==> config.mk <==
export PLATFORM = sky130hd
export DESIGN_NAME = pcbc_chain_ctrl
export DESIGN_NICKNAME = d
export VERILOG_FILES = /design/src/rtl/pcbc_chain_ctrl.sv
export SDC_FILE = /design/constraint.sdc
export NUM_CORES = 2
export LEC_CHECK = 0
export BUFFER_PORTS_ARGS = -buffer_cell sky130_fd_sc_hd__buf_2
export CAP_MARGIN = 15
export CORE_UTILIZATION = 40
export DETAILED_ROUTE_END_ITERATION = 8
export SLEW_MARGIN = 20
export SYNTH_ARGS = -nofsm -noshare
export SYNTH_HDL_FRONTEND = slang
export SYNTH_SLANG_ARGS = --single-unit
==> constraint.sdc <==
create_clock -name clk -period 1.95 [get_ports clk]
set_input_delay 0.0975 -clock clk [delete_from_list [all_inputs] [get_ports clk]]
set_output_delay 0.0975 -clock clk [all_outputs]
set_load 0.01 [all_outputs]
==> src/rtl/pcbc_chain_ctrl.sv <==
// pcbc_chain_ctrl: PCBC chaining controller wrapped around an external AES core.
// One block in flight; the chaining IV advances on each output handshake.
module pcbc_chain_ctrl #(
  parameter int BLK_S   = 128,
  parameter int IV_BITS = 128
) (
  input  logic               clk,
  input  logic               reset,
  input  logic               iv_wr,
  input  logic [IV_BITS-1:0] iv_data,
  input  logic               mode_enc,
  input  logic               in_valid,
  output logic               in_ready,
  input  logic [BLK_S-1:0]   in_data,
  input  logic               in_last,
  output logic               aes_start,
  output logic               aes_enc,
  output logic [BLK_S-1:0]   aes_blk_o,
  input  logic               aes_done,
  input  logic [BLK_S-1:0]   aes_blk_i,
  output logic               out_valid,
  input  logic               out_ready,
  output logic [BLK_S-1:0]   out_data,
  output logic               out_last,
  output logic               busy
);

  typedef enum logic [1:0] {
    S_IDLE,
    S_START,
    S_WAIT,
    S_OUTPUT
  } state_e;

  state_e state_q, state_d;

  logic [BLK_S-1:0]   blk_q, blk_d;
  logic [BLK_S-1:0]   in_q, in_d;
  logic [BLK_S-1:0]   out_q, out_d;
  logic [IV_BITS-1:0] base_q, base_d;
  logic [IV_BITS-1:0] chain_q, chain_d;
  logic [IV_BITS-1:0] iv_eff;
  logic               last_q, last_d;
  logic               mode_q, mode_d;
  logic               active_q, active_d;
  logic               iv_load;
  logic               mode_sel;

  always_comb begin
    state_d  = state_q;
    blk_d    = blk_q;
    in_d     = in_q;
    out_d    = out_q;
    base_d   = base_q;
    chain_d  = chain_q;
    last_d   = last_q;
    mode_d   = mode_q;
    active_d = active_q;
    iv_load  = iv_wr && !active_q;
    iv_eff   = iv_load ? iv_data : chain_q;
    mode_sel = mode_q;

    unique case (state_q)
      S_IDLE: begin
        if (iv_load) begin
          base_d  = iv_data;
          chain_d = iv_data;
        end
        if (in_valid) begin
          // Mode is frozen for the whole message once its first block is taken.
          mode_sel = active_q ? mode_q : mode_enc;
          mode_d   = mode_sel;
          in_d     = in_data;
          last_d   = in_last;
          blk_d    = mode_sel ? (in_data ^ iv_eff) : in_data;
          active_d = 1'b1;
          state_d  = S_START;
        end
      end
      S_START: begin
        state_d = S_WAIT;
      end
      S_WAIT: begin
        if (aes_done) begin
          out_d   = mode_q ? aes_blk_i : (aes_blk_i ^ chain_q);
          state_d = S_OUTPUT;
        end
      end
      S_OUTPUT: begin
        if (out_ready) begin
          state_d = S_IDLE;
          if (last_q) begin
            chain_d  = base_q;
            active_d = 1'b0;
          end else begin
            // Both directions chain on plaintext ^ ciphertext.
            chain_d = in_q ^ out_q;
          end
        end
      end
      default: begin
        state_d = S_IDLE;
      end
    endcase
  end

  always_ff @(posedge clk) begin
    if (!reset) begin
      state_q  <= S_IDLE;
      blk_q    <= '0;
      in_q     <= '0;
      out_q    <= '0;
      base_q   <= '0;
      chain_q  <= '0;
      last_q   <= 1'b0;
      mode_q   <= 1'b1;
      active_q <= 1'b0;
    end else begin
      state_q  <= state_d;
      blk_q    <= blk_d;
      in_q     <= in_d;
      out_q    <= out_d;
      base_q   <= base_d;
      chain_q  <= chain_d;
      last_q   <= last_d;
      mode_q   <= mode_d;
      active_q <= active_d;
    end
  end

  assign in_ready  = reset && (state_q == S_IDLE);
  assign aes_start = (state_q == S_START);
  assign out_valid = (state_q == S_OUTPUT);
  assign busy      = (state_q != S_IDLE);
  assign aes_enc   = mode_q;
  assign aes_blk_o = blk_q;
  assign out_data  = out_q;
  assign out_last  = last_q && out_valid;

endmodule
* Word level (Yosys, flattened, before mapping)
Index checks and enable logic that the tools add are counted.
** Cells by class
- Equal/unequal tests :: 7
- Muxes and demuxes :: 15
- Bitwise gates (word level) :: 3
- Reductions and logical operators :: 13
** Operator list (count)
- two-way mux 128 bit :: 5
- bitwise XOR 128 bit :: 3
- one-hot mux 128 bit (2 select lines) :: 1
- one-hot mux 2 bit (4 select lines) :: 1
- AND reduction 2 bit :: 4
- two-way mux 2 bit :: 3
- == test 2 bit, second input constant :: 2
- two-way mux 1 bit :: 4
- != test 2 x 1 -> 1 bit, second input constant :: 2
- != test 2 bit, second input constant :: 2
- AND reduction 4 bit :: 1
- nonzero test 2 bit :: 2
- logical AND 1 bit :: 3
- AND reduction 3 bit :: 1
- == test 2 x 1 -> 1 bit, second input constant :: 1
- logical NOT 2 bit :: 1
- one-hot mux 1 bit (2 select lines) :: 1
- logical NOT 1 bit :: 1
** Word-level totals
- Flip-flop bits (word level) :: 645
- Bits of input ports :: 392
- Output and inout port bits :: 262

* Longest topological paths before layout
- Word-level depth :: 5
- Gate-level depth with buffers :: 8
- Gate-level depth less buffers :: 6

* Worst setup path after synthesis
OpenSTA, ideal clock, no wires.
- Path kind :: register -> register
- Start :: register state_q[0]
- End :: register chain_q[7]
- Arrival :: 1.747 ns
- Required time :: 1.828 ns
- Path slack :: 0.080 ns
- Cell stages (with the launch flop) :: 9
- Path buffers :: 3
- Path through :: dfxtp_1 > ha_1 > clkbuf_1 > nand2_1 > o21ai_1 > clkbuf_1 > clkbuf_1 > o21a_1 > a21oi_1
** On the way
- Word-level cells in the longest chain between the ends :: 3
- Elaborated cells between the ends (all ways) :: 6
- Classes of those cells :: eq/ne: 2; mux: 1; reduce/logical: 3
** RTL lines
- start: declaration :: RTL line 35 : state_e state_q, state_d;
- start signal: assignment :: RTL line 119 : state_q <= state_d;
- == test 2 bit *
- via out_valid :: RTL line 21 : output logic out_valid,
- != test 2 x 1 -> 1 bit (no line) / nonzero test 2 bit (equally long branches)
- AND reduction 2 bit (no line)
- end signal: assignment :: RTL line 124 : chain_q <= chain_d;
- end: declaration :: RTL line 41 : logic [IV_BITS-1:0] chain_q, chain_d;
Mark *: on every way through the listed nets, which the timed path passes. The rest lies on a longest branch.
A chain may end at the register's enable or synchronous reset.

* Final worst setup path
- Start :: register state_q[0]
- End :: output in_ready
** On the way
- Word-level cells in the longest chain between the ends :: 2
** RTL lines
- logical NOT 2 bit :: RTL line 131 : assign in_ready = reset && (state_q == S_IDLE);
- logical AND 1 bit :: RTL line 131
- end: declaration :: RTL line 13 : output logic in_ready,
Every way passes these cells.

==> summary.txt <==
Outcome
  • Status: complete, no violations

Floorplanning
  • Core Area: approximately 78000 um2
  • Full die area: between 70000 and 80000 um2
  • Boundary pin count: between 600 and 700
  • Die Height: 282 um
  • Site row count: 102
  • Overall die width: between 200 and 300 um
  • Starting density of the core: 40.5%

STA
  • F_max: 0.537 GHz
  • Pin slew with the least headroom to its limit: ~0.74 ns
  • Final Max Tran Viols: 0
  • Fin worst setup slack: around 0.087 ns
  • Hold violation count in the final report: 0
  • RSZ-0062 raised after global routing: true
  • Final setup fails: 0
  • Post-Route Setup TNS: 0 ns
  • Clock tree skew after final layout: about 0.03 ns
  • Share of the cycle needed by the critical path after routing: between 90% and 100%
  • Slew Limit Headroom: between 50% and 60%
  • Post-layout minimum cycle time: 1.86 ns

Global routing
  • Overflow left after global routing: 0
  • Maximum number of pins on one net before global-route repair: 140
  • Global-route wire length before repair: 164000 um
  • All-Layer GR Usage: 25.9%
  • Via count of the first global-routing pass: 28400
  • Initial antenna violation count: 16

Synthesis
  • Number of distinct library cells after synthesis: 27
  • FF+latch count, synth: approximately 650
  • Simple-gate area share of the yosys netlist: 15.6%
  • Synth warnings: 0
  • Post-Syn Nets: 4096
  • Gate count of the mapped netlist: ~3700
  • Mean Syn Cell Area: 8.50 um2
  • Cell Area, Synth: 31400 um2
  • Compound-gate portion of the synthesized area: between 20% and 30%
  • Portion of the post-synthesis area used by sequential elements: between 40 and 50%
  • Adder-cell area share of the yosys netlist: 0.199%
  • Dominant combinational cell family by area after synthesis: compound AO/OA/AOI/OAI gates
  • Multiplexer area fraction after synthesis: between 4 and 5%
  • Post-synthesis xor/xnor area fraction: between 7 and 8%

Worst setup path
  • Launch instance of the worst register-to-register path: active_q$_SDFFE_PN0P_
  • Worst EP required: roughly 1.9 ns
  • Worst setup SP type: flip-flop
  • Setup slack of the most critical reg-to-reg path: roughly 0.16 ns
  • CP max FO: 5
  • Endpoint of the most critical register-to-register path: aes_blk_o[69]$_SDFFE_PN0P_
  • CP arrival: 1.77 ns
  • Number of cells on the worst reg-to-reg path: 6
  • CP endpoint kind: primary output
  • Type of the worst setup path: reg2out

Min path
  • Worst hold stages: 4
  • Destination of the worst hold path: state_q[0]$_SDFFE_PN0P_
  • Beginning of the worst hold path: in_valid
  • Tightest Hold Check Type: in2reg

Pwr
  • Leakage power: 0.0184 uW
  • Portion of total power attributed to sequential cells: between 30% and 40%
  • Part of the power in the clock network: a little over a quarter
  • Combinational group share of total power: a little over a third
  • Power density cells: around 1200 nW/um2
  • Sw Ratio: 36.3%
  • Max rail drop VDD: 0.000821 V
  • Total net switching power: ~19000 uW
  • Internal power component: roughly 33000 uW

Finish
  • Fraction of final layout cells with drive strength greater than 1: between 10% and 20%
  • Layout-stage area growth over the synthesis result: 35.4%
  • Final Util: 54.9%
  • Final instance area: roughly 43000 um2
  • Count of nets after finishing: about 5000
  • Non-Filler Instances: about 5700

Routing
  • Routed length per instance: around 19 um
  • First DRT Iteration DRCs: approximately 1800
  • ANT nets after route: 0
  • Routed via count: 29900
  • Via/cell ratio: approximately 5.3
  • Number of remaining DRC errors: 0
  • Total detailed-routing wirelength: about 110000 um
  • Length of the first detailed-routing pass in iterations: 5

Clocking
  • Clock Root Buffer: sky130_fd_sc_hd__clkbuf_16
  • Bufs on Longest Clock Path: 3
  • Clock tree from TritonCTS: done
  • Number of buffers inserted to repair setup after CTS: 0
  • Number of clock buffers inserted by TritonCTS: 74
  • Clock Latency Late Sink: ~0.61 ns
  • CTS clock-pin slew for the worst setup and hold paths: 0.05 ns
  • Sink count of the clock tree: roughly 650
  • H-Tree Level Count: 3

Place
  • Half-perimeter wire length of the detailed placement result: ~70000 um
  • Number of cells in the design after placement: about 5200
  • Total of buffers placed on input and output ports: 653
  • Placed instance area: between 30000 and 40000 um2
  • Pre-CTS setup slack: 0.146 ns
  • Final Wtd Congestion: ~0.84

Flow run
  • Count of max-cap constraint violations: 0
-- placed cells by master (no fill, tap or decap), types with 129 or more instances in the layout --
cell type                       instances
sky130_fd_sc_hd__a21boi_0             257
sky130_fd_sc_hd__buf_2                651
sky130_fd_sc_hd__dfxtp_1              641
sky130_fd_sc_hd__dlygate4sd3_1        388
sky130_fd_sc_hd__mux2i_1              129
sky130_fd_sc_hd__nand2_1              645
sky130_fd_sc_hd__nor2b_1              132
sky130_fd_sc_hd__o211ai_1             129
sky130_fd_sc_hd__o21ai_0              386
-- cells in the mapped netlist, drive strengths merged --
cell / n / area [um2]
a21boi: 257 / 1930
a21oi: 128 / 641
a31oi: 128 / 801
and2: 6 / 37.5
buf: 95 / 598
clkbuf: 233 / 875
dfxtp: 645 / 12900
ha: 5 / 62.6
inv: 3 / 11.3
mux2i: 130 / 1300
nand2: 647 / 2430
nand2b: 128 / 801
nor2: 3 / 11.3
nor2b: 133 / 832
nor3: 1 / 5.00
o211a: 128 / 1280
o211ai: 129 / 968
o21a: 128 / 961
o21ai: 387 / 1940
o41ai: 1 / 8.76
or3: 128 / 801
xnor2: 128 / 1120
xor2: 128 / 1120
-- worst max path at each step --
| stage | start | endpoint | slack, ns | cells after the start |
|---|---|---|---|---|
| 6_report | state_q[0]$_SDFFE_PN0P_ | in_ready | 0.09 | 5 |
| 3_3_place_gp | state_q[0]$_SDFFE_PN0P_ | chain_q[103]$_SDFFE_PN0P_ | 0.19 | 8 |
| 2_1_floorplan | state_q[0]$_SDFFE_PN0P_ | chain_q[7]$_SDFFE_PN0P_ | 0.08 | 8 |
| 3_5_place_dp | state_q[0]$_SDFFE_PN0P_ | base_q[86]$_SDFFE_PN0P_ | 0.15 | 7 |
| 5_1_grt | state_q[0]$_SDFFE_PN0P_ | out_valid | -0.0005 | 3 |
| 4_1_cts | state_q[0]$_SDFFE_PN0P_ | out_valid | 0.004 | 3 |
-- what timing repair did --
item	in CTS	in global routing
hold buffers	388	0
endpoints found under the setup margin	3	2
hold endpoints to repair	579	0
pin swaps	0	1
resized for setup	5	2
-- logic make-up (layout without fill, tap and decap cells) --
kind of cell    count (synthesis)  after routing
fa+ha+maj                       5              5
other cells                     0             14
xor+xnor                      256            256
mux                           130            130
compound gates               1286           1286
buf+inv                       331           1274
flops                         645            645
simple gates                 1046           1046
-- through the flow --
step / hold slack [ns] / total power (uW)
after global placement: 0.367 / 37000
after global routing: 0.0563 / 54700
after detailed placement: 0.372 / 37200
after floorplan: 0.242 / 29900
final: 0.0709 / 51600
after CTS: 0.0195 / 51900
-- flip-flops by register name (all words and copies together) (netlist names) --
name       cells
chain_q      128
aes_enc        1
aes_blk_o    128
state_q        2
out_data     128
active_q       1
base_q       128
in_q         128
last_q         1
-- power by group through the flow --
| stage | Sequential, uW | Combinational [uW] | Clock, uW |
|---|---|---|---|
| 3_3_place_gp | 19100 | 17900 | 0 |
| 5_1_grt | 19300 | 20600 | 14800 |
| 4_1_cts | 18900 | 18800 | 14200 |
| 6_report | 18900 | 18700 | 13900 |
| 3_5_place_dp | 19200 | 18000 | 0 |
| 2_1_floorplan | 19100 | 10900 | 0 |
-- per-layer routing --
| metal | global-route usage [%] | vias up | wire length (um) |
|---|---|---|---|
| met2 | 44.0 | 902 | 51500 |
| met1 | 32.4 | 14100 | 46000 |
| met5 | 0 | - | 27 |
| met4 | 11.5 | 4 | 4470 |
| li1 | - | 14700 | - |
| met3 | 3.91 | 235 | 5730 |
-- critical path, stage by stage, from the launching register on --
cell,delay [ns]
sky130_fd_sc_hd__dfxtp_2,0.36
sky130_fd_sc_hd__inv_1,0.09
sky130_fd_sc_hd__ha_1,0.23
sky130_fd_sc_hd__buf_4,0.17
sky130_fd_sc_hd__and2_1,0.15
sky130_fd_sc_hd__buf_2,0.16
-- area by class of cell --
class | instances | area, um2
multi-input combinational | 2723 | 17100
sequential | 645 | 12900
clock inverter | 22 | 246
tap | 1040 | 1300
antenna | 14 | 35.0
timing repair buffer | 1141 | 8780
inverter | 3 | 11.3
clock buffer | 108 | 2160
fill | 7123 | 35000
(Power assumes the default switching activity.)
